## src/rtl/srf_wb_scheduler.sv

```systemverilog
// srf_wb_scheduler: pending-write scoreboard, RAW/WAW issue stall and round-robin
// arbitration of the single register-file write port between ALU and load writeback.
module srf_wb_scheduler #(
    parameter int NREG = 16,
    parameter int AW   = 4,
    parameter int DW   = 16
) (
    input  logic            clk,
    input  logic            rst,
    input  logic            issue_valid_i,
    input  logic            issue_wr_i,
    input  logic [AW-1:0]   issue_dst_i,
    input  logic [AW-1:0]   issue_src1_i,
    input  logic [AW-1:0]   issue_src2_i,
    output logic            issue_stall_o,
    input  logic            alu_wb_valid_i,
    input  logic [AW-1:0]   alu_wb_dst_i,
    input  logic [DW-1:0]   alu_wb_data_i,
    output logic            alu_wb_ready_o,
    input  logic            mem_wb_valid_i,
    input  logic [AW-1:0]   mem_wb_dst_i,
    input  logic [DW-1:0]   mem_wb_data_i,
    output logic            mem_wb_ready_o,
    output logic            rf_wr_en_o,
    output logic [AW-1:0]   rf_wr_dst_o,
    output logic [DW-1:0]   rf_wr_data_o,
    output logic [NREG-1:0] busy_mask_o,
    output logic            wb_err_o,
    output logic [15:0]     stall_cnt_o
);
    logic [NREG-1:0] busy_q, busy_d, set_vec, clr_vec;
    logic            last_mem_q, last_mem_d;
    logic            rf_wr_en_q, rf_wr_en_d;
    logic [AW-1:0]   rf_wr_dst_q, rf_wr_dst_d, wb_dst;
    logic [DW-1:0]   rf_wr_data_q, rf_wr_data_d, wb_data;
    logic            wb_err_q, wb_err_d;
    logic [15:0]     stall_cnt_q, stall_cnt_d;
    logic            alu_gnt, mem_gnt, hs;

    always_comb begin
        issue_stall_o = issue_valid_i & (busy_q[issue_src1_i] | busy_q[issue_src2_i] |
                                         (issue_wr_i & busy_q[issue_dst_i]));
        // Grants are suppressed in reset so a producer never sees a dropped handshake.
        alu_gnt = ~rst & alu_wb_valid_i & (~mem_wb_valid_i | last_mem_q);
        mem_gnt = ~rst & mem_wb_valid_i & ~alu_gnt;
        hs = alu_gnt | mem_gnt;
        wb_dst = alu_gnt ? alu_wb_dst_i : mem_wb_dst_i;
        wb_data = alu_gnt ? alu_wb_data_i : mem_wb_data_i;
        set_vec = (issue_valid_i & ~issue_stall_o & issue_wr_i) ? NREG'(1) << issue_dst_i : '0;
        clr_vec = rf_wr_en_q ? NREG'(1) << rf_wr_dst_q : '0;
        busy_d = (busy_q & ~clr_vec) | set_vec;
        last_mem_d = (alu_wb_valid_i & mem_wb_valid_i) ? mem_gnt : last_mem_q;
        rf_wr_en_d = hs;
        rf_wr_dst_d = hs ? wb_dst : rf_wr_dst_q;
        rf_wr_data_d = hs ? wb_data : rf_wr_data_q;
        wb_err_d = wb_err_q | (hs & ~busy_q[wb_dst]);
        stall_cnt_d = stall_cnt_q + 16'(issue_stall_o & ~&stall_cnt_q);
    end

    always_ff @(posedge clk) begin
        if (rst) begin
            busy_q       <= '0;
            last_mem_q   <= 1'b1;
            rf_wr_en_q   <= 1'b0;
            rf_wr_dst_q  <= '0;
            rf_wr_data_q <= '0;
            wb_err_q     <= 1'b0;
            stall_cnt_q  <= '0;
        end else begin
            busy_q       <= busy_d;
            last_mem_q   <= last_mem_d;
            rf_wr_en_q   <= rf_wr_en_d;
            rf_wr_dst_q  <= rf_wr_dst_d;
            rf_wr_data_q <= rf_wr_data_d;
            wb_err_q     <= wb_err_d;
            stall_cnt_q  <= stall_cnt_d;
        end
    end

    assign alu_wb_ready_o = alu_gnt;
    assign mem_wb_ready_o = mem_gnt;
    assign rf_wr_en_o     = rf_wr_en_q;
    assign rf_wr_dst_o    = rf_wr_dst_q;
    assign rf_wr_data_o   = rf_wr_data_q;
    assign busy_mask_o    = busy_q;
    assign wb_err_o       = wb_err_q;
    assign stall_cnt_o    = stall_cnt_q;
endmodule

```

## config.mk

```make
export PLATFORM = sky130hd
export DESIGN_NAME = srf_wb_scheduler
export DESIGN_NICKNAME = d
export VERILOG_FILES = /design/src/rtl/srf_wb_scheduler.sv
export SDC_FILE = /design/constraint.sdc
export NUM_CORES = 1
export LEC_CHECK = 0
export ABC_AREA = 1
export CAP_MARGIN = 20
export CORE_ASPECT_RATIO = 1.5
export CORE_MARGIN = 8
export CORE_UTILIZATION = 35
export CTS_CLUSTER_SIZE = 25
export DETAILED_ROUTE_END_ITERATION = 8
export PLACE_DENSITY_LB_ADDON = 0.3
export RECOVER_POWER = 50
export SLEW_MARGIN = 20
export SYNTH_ARGS = -nofsm -noshare
export SYNTH_HDL_FRONTEND = slang
export SYNTH_SLANG_ARGS = --single-unit
export TNS_END_PERCENT = 20
```

## constraint.sdc

```tcl
create_clock -name clk -period 3.3 [get_ports clk]
set_input_delay 0.66 -clock clk [delete_from_list [all_inputs] [get_ports clk]]
set_output_delay 0.66 -clock clk [all_outputs]
set_load 0.01 [all_outputs]
```

Yosys cells after proc, flatten, opt, wreduce, memory -nomap -nowiden:

Cells that the tools add are included.

* $add $sub $neg: 1
* magnitude comparators: 4
* shifts and indexed selects: 2
* multiplexer cells: 12
* bitwise operators: 24
* reduce and logical (&&, ||, !) cells: 2

Operator list (count)
* $mux W16: 3
* $shl A1 B4 Y16 const A: 2
* $lt A4 B5 Y1 const B: 4
* $add A16 B1 Y16: 1
* $and A16 B16 Y16: 1
* $bmux W1 S4: 4
* $not A16 Y16: 1
* $or A16 B16 Y16: 1
* $reduce_and A16 Y1: 1
* $and A1 B1 Y1: 11
* $not A1 Y1: 5
* $or A1 B1 Y1: 5
* $mux W1: 4
* $mux W4: 1
* $logic_not A1 Y1: 1

* flip-flop bits (word level): 55
* input bits: 58
* output and inout bits: 57
* word-level logic and storage cells: 52

Logic depth before layout (Yosys ltp):

Gate-level depths: netlist of run 1.

* depth after elaboration: 10
* depth in mapped cells: 21
* gate-level depth less buffers: 20

Worst setup path after synthesis of run 1:

No wires, ideal clock.

* path type: input to register
* from: input issue_dst_i[0]
* to: register stall_cnt_q[14], in the netlist stall_cnt_o[14]
* library setup time: 0.119 ns
* arrival time: 2.695 ns
* path slack: 0.485 ns
* stages: 21
* cells stage by stage: buf_6 -> inv_4 -> nand2_1 -> nand2_1 -> nand2_1 -> nand3_1 -> nand3_1 -> nand2_2 -> nand2_4 -> nand2_1 -> nand2_1 -> a31oi_1 -> ha_1 -> ha_1 -> nand3_1 -> nor2_1 -> nand2_1 -> nor2_1 -> nand3_1 -> o21ai_0 -> a21oi_1

* word-level cells in the longest chain between the ends: 7

Ends and longest elaborated chain
* start, declared: RTL line 12 `input logic [AW-1:0] issue_dst_i,`
* $bmux W1 S4: RTL line 42 `(issue_wr_i & busy_q[issue_dst_i]));`
* $mux W1 (implied by the code): RTL line 42
* $and A1 B1 Y1: RTL line 42
* $or A1 B1 Y1: RTL line 41 `issue_stall_o = issue_valid_i & (busy_q[issue_src1_i] | busy_q[issue_src2_i] |`
* $and A1 B1 Y1: RTL line 41
* $and A1 B1 Y1: RTL line 57 `stall_cnt_d = stall_cnt_q + 16'(issue_stall_o & ~&stall_cnt_q);`
* $add A16 B1 Y16: RTL line 57
* end signal, assigned: RTL line 76 `stall_cnt_q <= stall_cnt_d;`
* end, declared: RTL line 37 `logic [15:0] stall_cnt_q, stall_cnt_d;`

Every way passes these cells. The select of a mux whose other input is x is not followed.
A chain may end at the register's enable or synchronous reset.

Final worst setup path of run 1:

* from: input issue_src1_i[1]
* to: output issue_stall_o

* word-level cells in the longest chain between the ends: 5

Ends and longest elaborated chain
* start, declared: RTL line 13 `input logic [AW-1:0] issue_src1_i,`
* $bmux W1 S4: RTL line 41
* $mux W1 (implied by the code): RTL line 41
* $or A1 B1 Y1 (2 in series): RTL line 41
* $and A1 B1 Y1: RTL line 41
* end, declared: RTL line 15 `output logic issue_stall_o,`

Every way passes these cells. The select of a mux whose other input is x is not followed.

==> out/results.txt, run 1 <==
syn nets = 576
Worst-Margin Slew = 1170 ps
period utilization = 92.8%
grt total ovfl = 0
status = complete, no violations
drt first-iter violations = 198
largest net degree at the start of global routing = 38
pwr/cell area = 334 nW/um2
root buf cell = clkbuf_16
Final Hold Viols = 0
Die ar. = 13100 um2
cts bufs inserted = 5
multiplexer share of the synthesized area = 0.298%
max frequency = 327 MHz
CP Capture Type = output port
WL final = 11500 um
CP required = 2640 ps
fraction of the mapped netlist area in compound gates = 14.3%
GR Util met2 = 29.7%
Crit Path Category = in -> out
Area growth syn-to-layout = 45.9%
post-route cell area = 4900 um2
drt wl/cell = 15.0 um
Syn. warnings = 0
Post-Layout Cell Count = 763
Placed Cells = 752
n_diodes = 0
area fraction of the dominant cell type after synthesis = 32.8%
core area = 9520 um2
Skew-Pair Late Insertion Delay = 290 ps
cells after synthesis = 516
Hold WS = 484 ps
Slew headroom = 21.7%
Peak VDD IR = 0.330 mV
Arr. time, crit path = 2400 ps
Worst Hold Path EP = stall_cnt_o[3]
main combinational cell family by area after synthesis = simple AND/OR/NAND/NOR gates
# setup viols final = 0
first-pass GRT wire length = 18400 um
post-route setup TNS = 0 ps
startpoint types = input pin
RSZ-0062 raised after global routing = no
post-synthesis adder-cell area fraction = 0.745%
most common cell in the synthesized netlist = nand2_1
initial antenna violation count = 0
Post-synth top cells = nand2_1, nand3_1, dfxtp_1
MaxCap Viol Count = 0
vias in the first global route = 3879
Reg2Reg Setup Slack = 530 ps
RR Startpoint = busy_mask_o[12]
CTS tree = yes
hold crit path type = reg -> reg
min-delay src = stall_cnt_o[3]
I/O Pins = 115
Port Buf Inserts = 114
DP Wirelength = 8930 um
Pins Over Slew Limit = 0
DIE HEIGHT = 136 um
worst-path fanout max = 4
Main synth FF type = dfxtp_1
Die W = 96.0 um
mean post-synth cell area = 6.51 um2
busiest layer in global routing = met2
Hold Path Depth = 2
Seq/Total Area, Yosys = 32.8%
min cycle time layout = 3060 ps
grt met3 use = 6.19%
largest stage delay on the critical path = 490 ps
Routed Antenna Nets = 0
Placer Congestion = 0.851
Leakage = 2.15 nW
GRT Resource Usage Total = 17.6%
Simple-Gate Fraction of Synth Area = 40.8%
fin nets = 707
first-pass iteration count of the detailed router = 4
DR DRC count = 0
Crit path top cell by count = nand2_1
Area contributors post-synth = dfxtp_1, nand2_1, nand3_1, a21oi_1, inv_1
CTS Hold Bufs = 0
fraction of registers with async set/reset = 0%
via count = 3951
num rows = 44
critical-path cell list = clkdlybuf4s50_1 > buf_4 > nand3_1 > nand3_1 > nand2_1 > nand2_2 > nand2_4 > nor2_8 > nand2_1 > nand2_1 > inv_1 > clkdlybuf4s50_1
FF-to-FF End = stall_cnt_o[13]
XOR/XNOR Fraction of Synth Area = 0.521%
GR met1 Demand/Resource = 18.3%
Worst R2R Path Depth = 20
placed instance area = 4710 um2
Longest Clk Path Bufs = 2
leading area contributor after synthesis = dfxtp_1
Starting Density = 35.3%
synthesized area = 3360 um2
Worst Skew = 10.2 ps
critical path's slowest cell = clkdlybuf4s50_1
#FFs+latches synth = 55
EDFF count, synth = 0
CTS clock-pin slew for the worst setup and hold paths = 70 ps
H-tree level count = 2
post-DR vias/cell = 5.18
share of layout cells above drive strength 1 = 10.6%
post-synthesis cell type count = 39
Sink Count = 55
-- area by class of cell --
class | count | area [um2]
clock buffers | 6 | 139
clock inverters | 2 | 13.8
well taps | 115 | 144
flip-flops and latches | 55 | 1100
repair buffers | 145 | 1380
fillers | 956 | 4620
multi-input cells | 386 | 1910
inverters | 54 | 215
-- through the flow --
stage,setup WS (ps),power (mW),utilization (%)
after global placement,-163,1.11,49.5
after floorplan,485,0.927,-
after global routing,6.73,1.72,51.5
after detailed placement,-250,1.12,49.5
final,238,1.64,51.5
after CTS,57.8,1.67,51.1
-- report_power, final --
group / switching [mW] / leakage (nW) / total (mW) / internal, mW
Clock: 0.242 / 0.0772 / 0.546 / 0.304
Combinational: 0.189 / 1.62 / 0.368 / 0.179
Sequential: 0.0241 / 0.451 / 0.721 / 0.697
Total: 0.456 / 2.15 / 1.64 / 1.18
-- cell families after synthesis --
group           Yosys count
xor+xnor                  2
compound gates           88
fa+ha+maj                 2
mux                       1
simple gates            293
buf+inv                  75
flops                    55
-- registers in the layout (all words and copies together) (netlist names) --
| name | count |
|---|---|
| stall_cnt_o | 16 |
| last_mem_q | 1 |
| wb_err_o | 1 |
| busy_mask_o | 16 |
| rf_wr_en_o | 1 |
| rf_wr_data_o | 16 |
| rf_wr_dst_o | 4 |
-- critical path, delay by kind of cell --
family                 cells  cell delay [ps]
and+or+nand+nor            8              600
buffers and inverters      4             1130
-- layer usage --
| layer | vias up | wire (um) |
|---|---|---|
| li1 | 1995 | - |
| met1 | 1763 | 4160 |
| met2 | 158 | 5650 |
| met3 | 35 | 1200 |
| met4 | 0 | 452 |
| met5 | - | 0 |
-- what timing repair did --
action / CTS / global route
setup endpoints to repair: 1 / 7
endpoints found under the hold margin: 0 / 0
buffers inserted: 0 / 1
gates resized for setup: 1 / 15
pin swaps: 0 / 6
gates cloned: 0 / 2
-- worst max path at each step --
stage	from	to	slack, ps
2_1_floorplan	issue_dst_i[0]	stall_cnt_o[14]	490
3_3_place_gp	issue_src1_i[0]	stall_cnt_o[14]	-160
3_5_place_dp	issue_src1_i[0]	stall_cnt_o[14]	-250
4_1_cts	issue_src2_i[0]	issue_stall_o	60
5_1_grt	issue_src1_i[1]	stall_cnt_o[13]	7
6_report	issue_src1_i[1]	issue_stall_o	240
-- layout by cell type, fill, tap and decap left out, types with 2 or more instances in the layout --
cell | Yosys | final
buf_4 | 1 | 26
clkbuf_1 | 3 | 2
a21oi_1 | 40 | 40
nand2_2 | 12 | 10
o21ai_1 | 1 | 2
buf_6 | 5 | 2
nor2_1 | 18 | 15
inv_6 | 1 | 3
clkinv_1 | 2 | 2
clkdlybuf4s50_1 | 0 | 63
o21ai_0 | 24 | 23
o211ai_1 | 2 | 2
dlygate4sd3_1 | 0 | 46
a31oi_1 | 17 | 17
nand3_1 | 71 | 71
nand4_1 | 18 | 18
nor4_1 | 2 | 2
nand2_4 | 4 | 4
inv_2 | 4 | 5
dfxtp_1 | 55 | 55
nand2_1 | 140 | 142
inv_1 | 45 | 44
nor2_2 | 0 | 3
nor3_1 | 21 | 21
nand3_2 | 2 | 2
dlymetal6s2s_1 | 0 | 4
clkbuf_16 | 0 | 5
Power figures use the tool's default switching activity.
==> run 2: changes to the inputs <==
--- a/config.mk
+++ b/config.mk
@@ -6,12 +6,12 @@
 export NUM_CORES = 1
 export LEC_CHECK = 0
 export ABC_AREA = 1
-export CAP_MARGIN = 20
 export CORE_ASPECT_RATIO = 1.5
 export CORE_MARGIN = 8
 export CORE_UTILIZATION = 35
 export CTS_CLUSTER_SIZE = 25
 export DETAILED_ROUTE_END_ITERATION = 8
+export HOLD_SLACK_MARGIN = 0.1
 export PLACE_DENSITY_LB_ADDON = 0.3
 export RECOVER_POWER = 50
 export SLEW_MARGIN = 20
==> results of run 2 <==
The final DEF is identical to that of run 1; final timing and power are the same.
==> run 3: changes to the inputs <==
--- a/config.mk
+++ b/config.mk
@@ -12,6 +12,7 @@
 export CTS_CLUSTER_SIZE = 25
 export DETAILED_ROUTE_END_ITERATION = 8
 export HOLD_SLACK_MARGIN = 0.1
+export MAX_ROUTING_LAYER = met4
 export PLACE_DENSITY_LB_ADDON = 0.3
 export RECOVER_POWER = 50
 export SLEW_MARGIN = 20
==> constraint.sdc (replaced) <==
create_clock -name clk -period 3.08 [get_ports clk]
set_input_delay 0.616 -clock clk [delete_from_list [all_inputs] [get_ports clk]]
set_output_delay 0.616 -clock clk [all_outputs]
set_load 0.01 [all_outputs]
==> run 3 against run 2 <==
  * Worst setup slack worse by 50 ps
  * First-iteration DRC count grew 13%
  * Sequential share of layout area fell by 0.27 points
  * Hold slack improved by 3.2 ps
  * Die area did not move
  * Register-to-register slack worse by 220 ps
  * Clock power increased by 13%
  * Via count increased by 2.1%
  * Non-clock buffer count increased by 1
  * Critical endpoint is now stall_cnt_o[14]
==> out/results.txt, run 3 (same netlist as run 1, synthesis figures left out) <==
max frequency = 346 MHz
DIE HEIGHT = 136 um (unchanged)
Placer Congestion = 0.892 (+4.8%)
first-pass GRT wire length = 18400 um (about the same)
RR Startpoint = busy_mask_o[13]
initial antenna violation count = 0 (unchanged)
cts bufs inserted = 5 (unchanged)
Arr. time, crit path = 3080 ps (+680 ps)
Worst-Margin Slew = 626 ps (-549 ps)
Slew headroom = 58.3% (+37 points)
core area = 9520 um2 (unchanged)
Reg2Reg Setup Slack = 310 ps (-220 ps)
CTS clock-pin slew for the worst setup and hold paths = 70 ps (about the same)
CP Capture Type = register
Peak VDD IR = 0.314 mV (-4.7%)
FF-to-FF End = stall_cnt_o[14]
MaxCap Viol Count = 0 (unchanged)
total power draw = 1.79 mW (+9.3%)
Worst R2R Path Depth = 20 (unchanged)
Worst Skew = 6.44 ps (-3.78 ps)
commonest non-fill, non-tap cells in the layout = nand2_1, nand3_1, clkdlybuf4s50_1, dfxtp_1, inv_1
Routed Antenna Nets = 0 (unchanged)
period utilization = 93.9%
Sink Count = 55 (unchanged)
grt total ovfl = 0 (unchanged)
startpoint types = input pin
Die ar. = 13100 um2 (unchanged)
Crit Path Category = in -> reg
post-DR vias/cell = 5.28 (+1.9%)
H-tree level count = 2 (unchanged)
CP required = 3270 ps (+630 ps)
DP Wirelength = 8870 um (-0.70%)
hold crit path type = reg -> reg
Placed Cells = 752 (unchanged)
num rows = 44 (unchanged)
DR DRC count = 0 (unchanged)
Leakage = 2.17 nW (+0.77%)
Area growth syn-to-layout = 47.7%
first-pass iteration count of the detailed router = 4 (unchanged)
CP endpoint = stall_cnt_o[14]
drt first-iter violations = 224 (+13%)
Die W = 96.0 um (unchanged)
share of layout cells above drive strength 1 = 12.3% (+1.7 points)
Skew-Pair Late Insertion Delay = 300 ps (about the same)
Final Hold Viols = 0 (unchanged)
drt wl/cell = 15.1 um (+0.86%)
min cycle time layout = 2890 ps
Starting Density = 35.3% (unchanged)
WL final = 11600 um (+0.99%)
I/O Pins = 115 (unchanged)
most common cell after layout, fill and taps aside = nand2_1
Pins Over Slew Limit = 0 (unchanged)
Longest Clk Path Bufs = 2 (unchanged)
root buf cell = clkbuf_16
fin nets = 708 (+0.14%)
# setup viols final = 0 (unchanged)
status = complete, no violations
worst-path fanout max = 3 (-1)
Port Buf Inserts = 114 (unchanged)
pwr/cell area = 360 nW/um2 (+8.0%)
GRT Resource Usage Total = 18.2% (+0.62 points)
largest net degree at the start of global routing = 38 (unchanged)
n_diodes = 0 (unchanged)
CTS tree = yes
vias in the first global route = 3912 (+0.85%)
min-delay src = stall_cnt_o[3]
via count = 4033 (+2.1%)
Post-Layout Cell Count = 764 (+0.13%)
CP startpoint = issue_src1_i[2]
[run 3: cell count changes in the layout (fill, tap and decap cells not counted), moves of 2 or more]
cell and change:
nand3_2 +2, inv_6 -2, nand2_2 +2, dlygate4sd3_1 -8
inv_2 +2, dlymetal6s2s_1 +3, nand3_1 -2, buf_6 +2
clkdlybuf4s50_1 +4
[run 3: worst min path at each step]
stage | endpoint | slack (ps) | depth (start not counted)
4_1_cts | stall_cnt_o[3] | 490 | 2
3_3_place_gp | last_mem_q | 480 | 2
5_1_grt | stall_cnt_o[3] | 510 | 2
6_report | stall_cnt_o[3] | 490 | 2
2_1_floorplan | last_mem_q | 460 | 2
3_5_place_dp | stall_cnt_o[3] | 480 | 2
[run 3: stage by stage]
| stage | hold slack [ps] | util, % | instance area (um2) | setup slack (ps) | TNS (ps) |
|---|---|---|---|---|---|
| 3_3_place_gp | 475 | 49.5 | 4710 | -334 | -2040 |
| 5_1_grt | 511 | 52.1 | 4960 | -12.4 | -22.0 |
| 3_5_place_dp | 476 | 49.5 | 4710 | -471 | -3590 |
| 2_1_floorplan | 461 | - | 3360 | 309 | 0 |
| 6_report | 487 | 52.1 | 4960 | 188 | 0 |
| 4_1_cts | 487 | 51.3 | 4880 | -46.0 | -114 |
[run 3: power breakdown]
part / internal, mW / total (mW) / switching [mW] / leakage, nW
registers: 0.747 / 0.773 / 0.0260 / 0.451
clock network: 0.347 / 0.615 / 0.269 / 0.0761
logic: 0.194 / 0.400 / 0.206 / 1.64
total: 1.29 / 1.79 / 0.500 / 2.17
[run 3: per-layer routing]
| metal | global-route usage, % | part of all wire [%] | vias up | routed length [um] |
|---|---|---|---|---|
| li1 | - | - | 2007 | - |
| met1 | 19.7 | 38 | 1812 | 4420 |
| met2 | 29.1 | 49 | 171 | 5640 |
| met3 | 4.81 | 8.3 | 43 | 962 |
| met4 | 10.4 | 4.7 | 0 | 547 |
| met5 | - | 0 | - | 0 |
[run 3: repair_timing]
item	in CTS	in global routing
setup endpoints to repair	8	10
cloned	0	2
resized for setup	6	29
pin swaps	0	11
setup buffers	0	3
hold buffers	0	0
hold endpoints to repair	0	0
[run 3: cell type report]
class                      instances  area [um2]
inverter                          54         218
sequential                        55        1100
tap                              115         144
multi-input combinational        386        1940
timing repair buffer             146        1400
clock buffer                       7         153
clock inverter                     1        7.51
fill                             949        4560
[run 3: critical path, stage by stage]
cell,delay [ps]
clkdlybuf4s50_1,470
inv_1,110
nand3_1,80
nand2_1,70
nand2_2,60
nand2_4,80
nor2_8,50
nand2_1,60
nand2_2,60
a31oi_2,160
ha_2,220
buf_4,110
ha_2,170
nand3_2,110
nor2_4,140
nand2_1,90
nor2_2,140
nand3_1,90
o21ai_1,130
a21oi_1,50
==> RTL edit: new RTL, config.mk and constraints of run 1 <==
The parameter `NREG` goes from 16 to 18.
--- a/src/rtl/srf_wb_scheduler.sv
+++ b/src/rtl/srf_wb_scheduler.sv
@@ -1,7 +1,7 @@
 // srf_wb_scheduler: pending-write scoreboard, RAW/WAW issue stall and round-robin
 // arbitration of the single register-file write port between ALU and load writeback.
 module srf_wb_scheduler #(
-    parameter int NREG = 16,
+    parameter int NREG = 18,
     parameter int AW   = 4,
     parameter int DW   = 16
 ) (
Ports: changed (resized busy_mask_o); port bits go from 115 to 117. No check against the original RTL was run, so the function may have changed too.
==> RTL edit against run 1 <==
Via count is 0.71% lower; area after synthesis is 0.74% lower; sequential cell count unchanged; clock skew fell by 0.0023 ns; combinational power shrank 1%; non-clock buffer count fell by 6; total power is 1.7% lower; worst hold slack better by 0.013 ns; maximum frequency fell by 2.0%; design area decreased by 1.7%; sequential power about the same; worst setup slack got worse by 0.062 ns; routed wire length down 1.6%; critical path type is now input pin to flip-flop; largest cell class unchanged.
==> RTL edit: results (changes against run 1) <==
- Clock Network Area Fraction: 0.0293 (was 0.0311)
- Hold WS: 0.497 ns (was 0.484 ns)
- Syn Inst Count: 518 (was 516)
- Sequential share of the synthesized area: 0.330 (was 0.328)
- Non-clock buffer share: 0.279 (was 0.282)
- M1 wire length: 4.19 mm (was 4.16 mm)
- Post-DP HPWL: 8.66 mm (was 8.93 mm)
- Routed vias/inst: 5.20 (was 5.18)
- Ranking of synthesized cells by area: dfxtp_1 (33%), nand2_1 (16%), nand3_1 (10%), a21oi_1 (6.3%), inv_1 (5.3%) (was dfxtp_1 (33%), nand2_1 (16%), nand3_1 (11%), a21oi_1 (6.0%), inv_1 (5.0%))
- Seq pwr share: 0.448 (was 0.441)
- GRT Util Overall: 0.175 (was 0.176)
- Number of global-route vias before repair: 3851 (was 3879)
- Multi-input combinational area share: 0.390 (was 0.389)
- Fillers: 913 (was 956)
- Non-clk invs: 56 (was 54)
- Syn Area/Cell: 6.44 µm² (was 6.51 µm²)
- Clk pwr share: 0.325 (was 0.334)
- Worst path top cell family by delay: simple AND/OR/NAND/NOR gates (was buffers and inverters)
- Sequential share of cell area: 0.228 (was 0.225)
- Post-Layout Cell Count: 755 (was 763)
- First-pass GRT wire length: 18.2 mm (was 18.4 mm)
- Place WS: -0.240 ns (was -0.250 ns)
- Met2 wire len: 5.49 mm (was 5.65 mm)
- Status: completed (unchanged)
- Power Dens Cells: 334 nW/µm² (about the same)
- Multi-input combinational cell count: 385 (was 386)
- Flop2flop setup slack: 0.56 ns (was 0.53 ns)
- Synth cell count leaders: nand2_1 (145), nand3_1 (68), dfxtp_1 (55) (was nand2_1 (140), nand3_1 (71), dfxtp_1 (55))
- Post-DR wirelength/cell: 14.9 µm (was 15.0 µm)
- Initial DRC count: 199 (was 198)
- Seq cells: 55 (unchanged)
- Leak: 2.02 nW (was 2.15 nW)
- Synth-to-layout area growth: 44.5% (was 45.9%)
- GP Congestion: 0.906 (was 0.851)
- Grt met3 use: 0.0649 (was 0.0619)
==> RTL edit: cell count changes in the layout (fill, tap and decap cells not counted), sizes merged, moves of 2 or more <==
cell and change:
clkbuf -2, conb +2, o21ai +3, nand3 -3, clkdlybuf4s50 +26, a21oi +2
buf -4, dlygate4sd3 -25, nor4 -2, nand2 -3
==> RTL edit: cell families after synthesis <==
kind of cell / count (synthesis) / share of synthesized area
AO/OA/AOI/OAI: 93 / 0.150
XOR/XNOR: 3 / 0.00788
adder cells (fa/ha/maj): 2 / 0.00750
buffers and inverters: 79 / 0.111
flip-flops: 55 / 0.330
multiplexers: 1 / 0.00300
other: 1 / 0.00112
AND/OR/NAND/NOR: 284 / 0.389
==> RTL edit: final timing paths <==
path,start,end,cells past startpoint
max,issue_src2_i[0],stall_cnt_o[13],23
min,stall_cnt_o[15],stall_cnt_o[15],2
max reg2reg,busy_mask_o[12],stall_cnt_o[13],20
min reg2reg,stall_cnt_o[15],stall_cnt_o[15],2
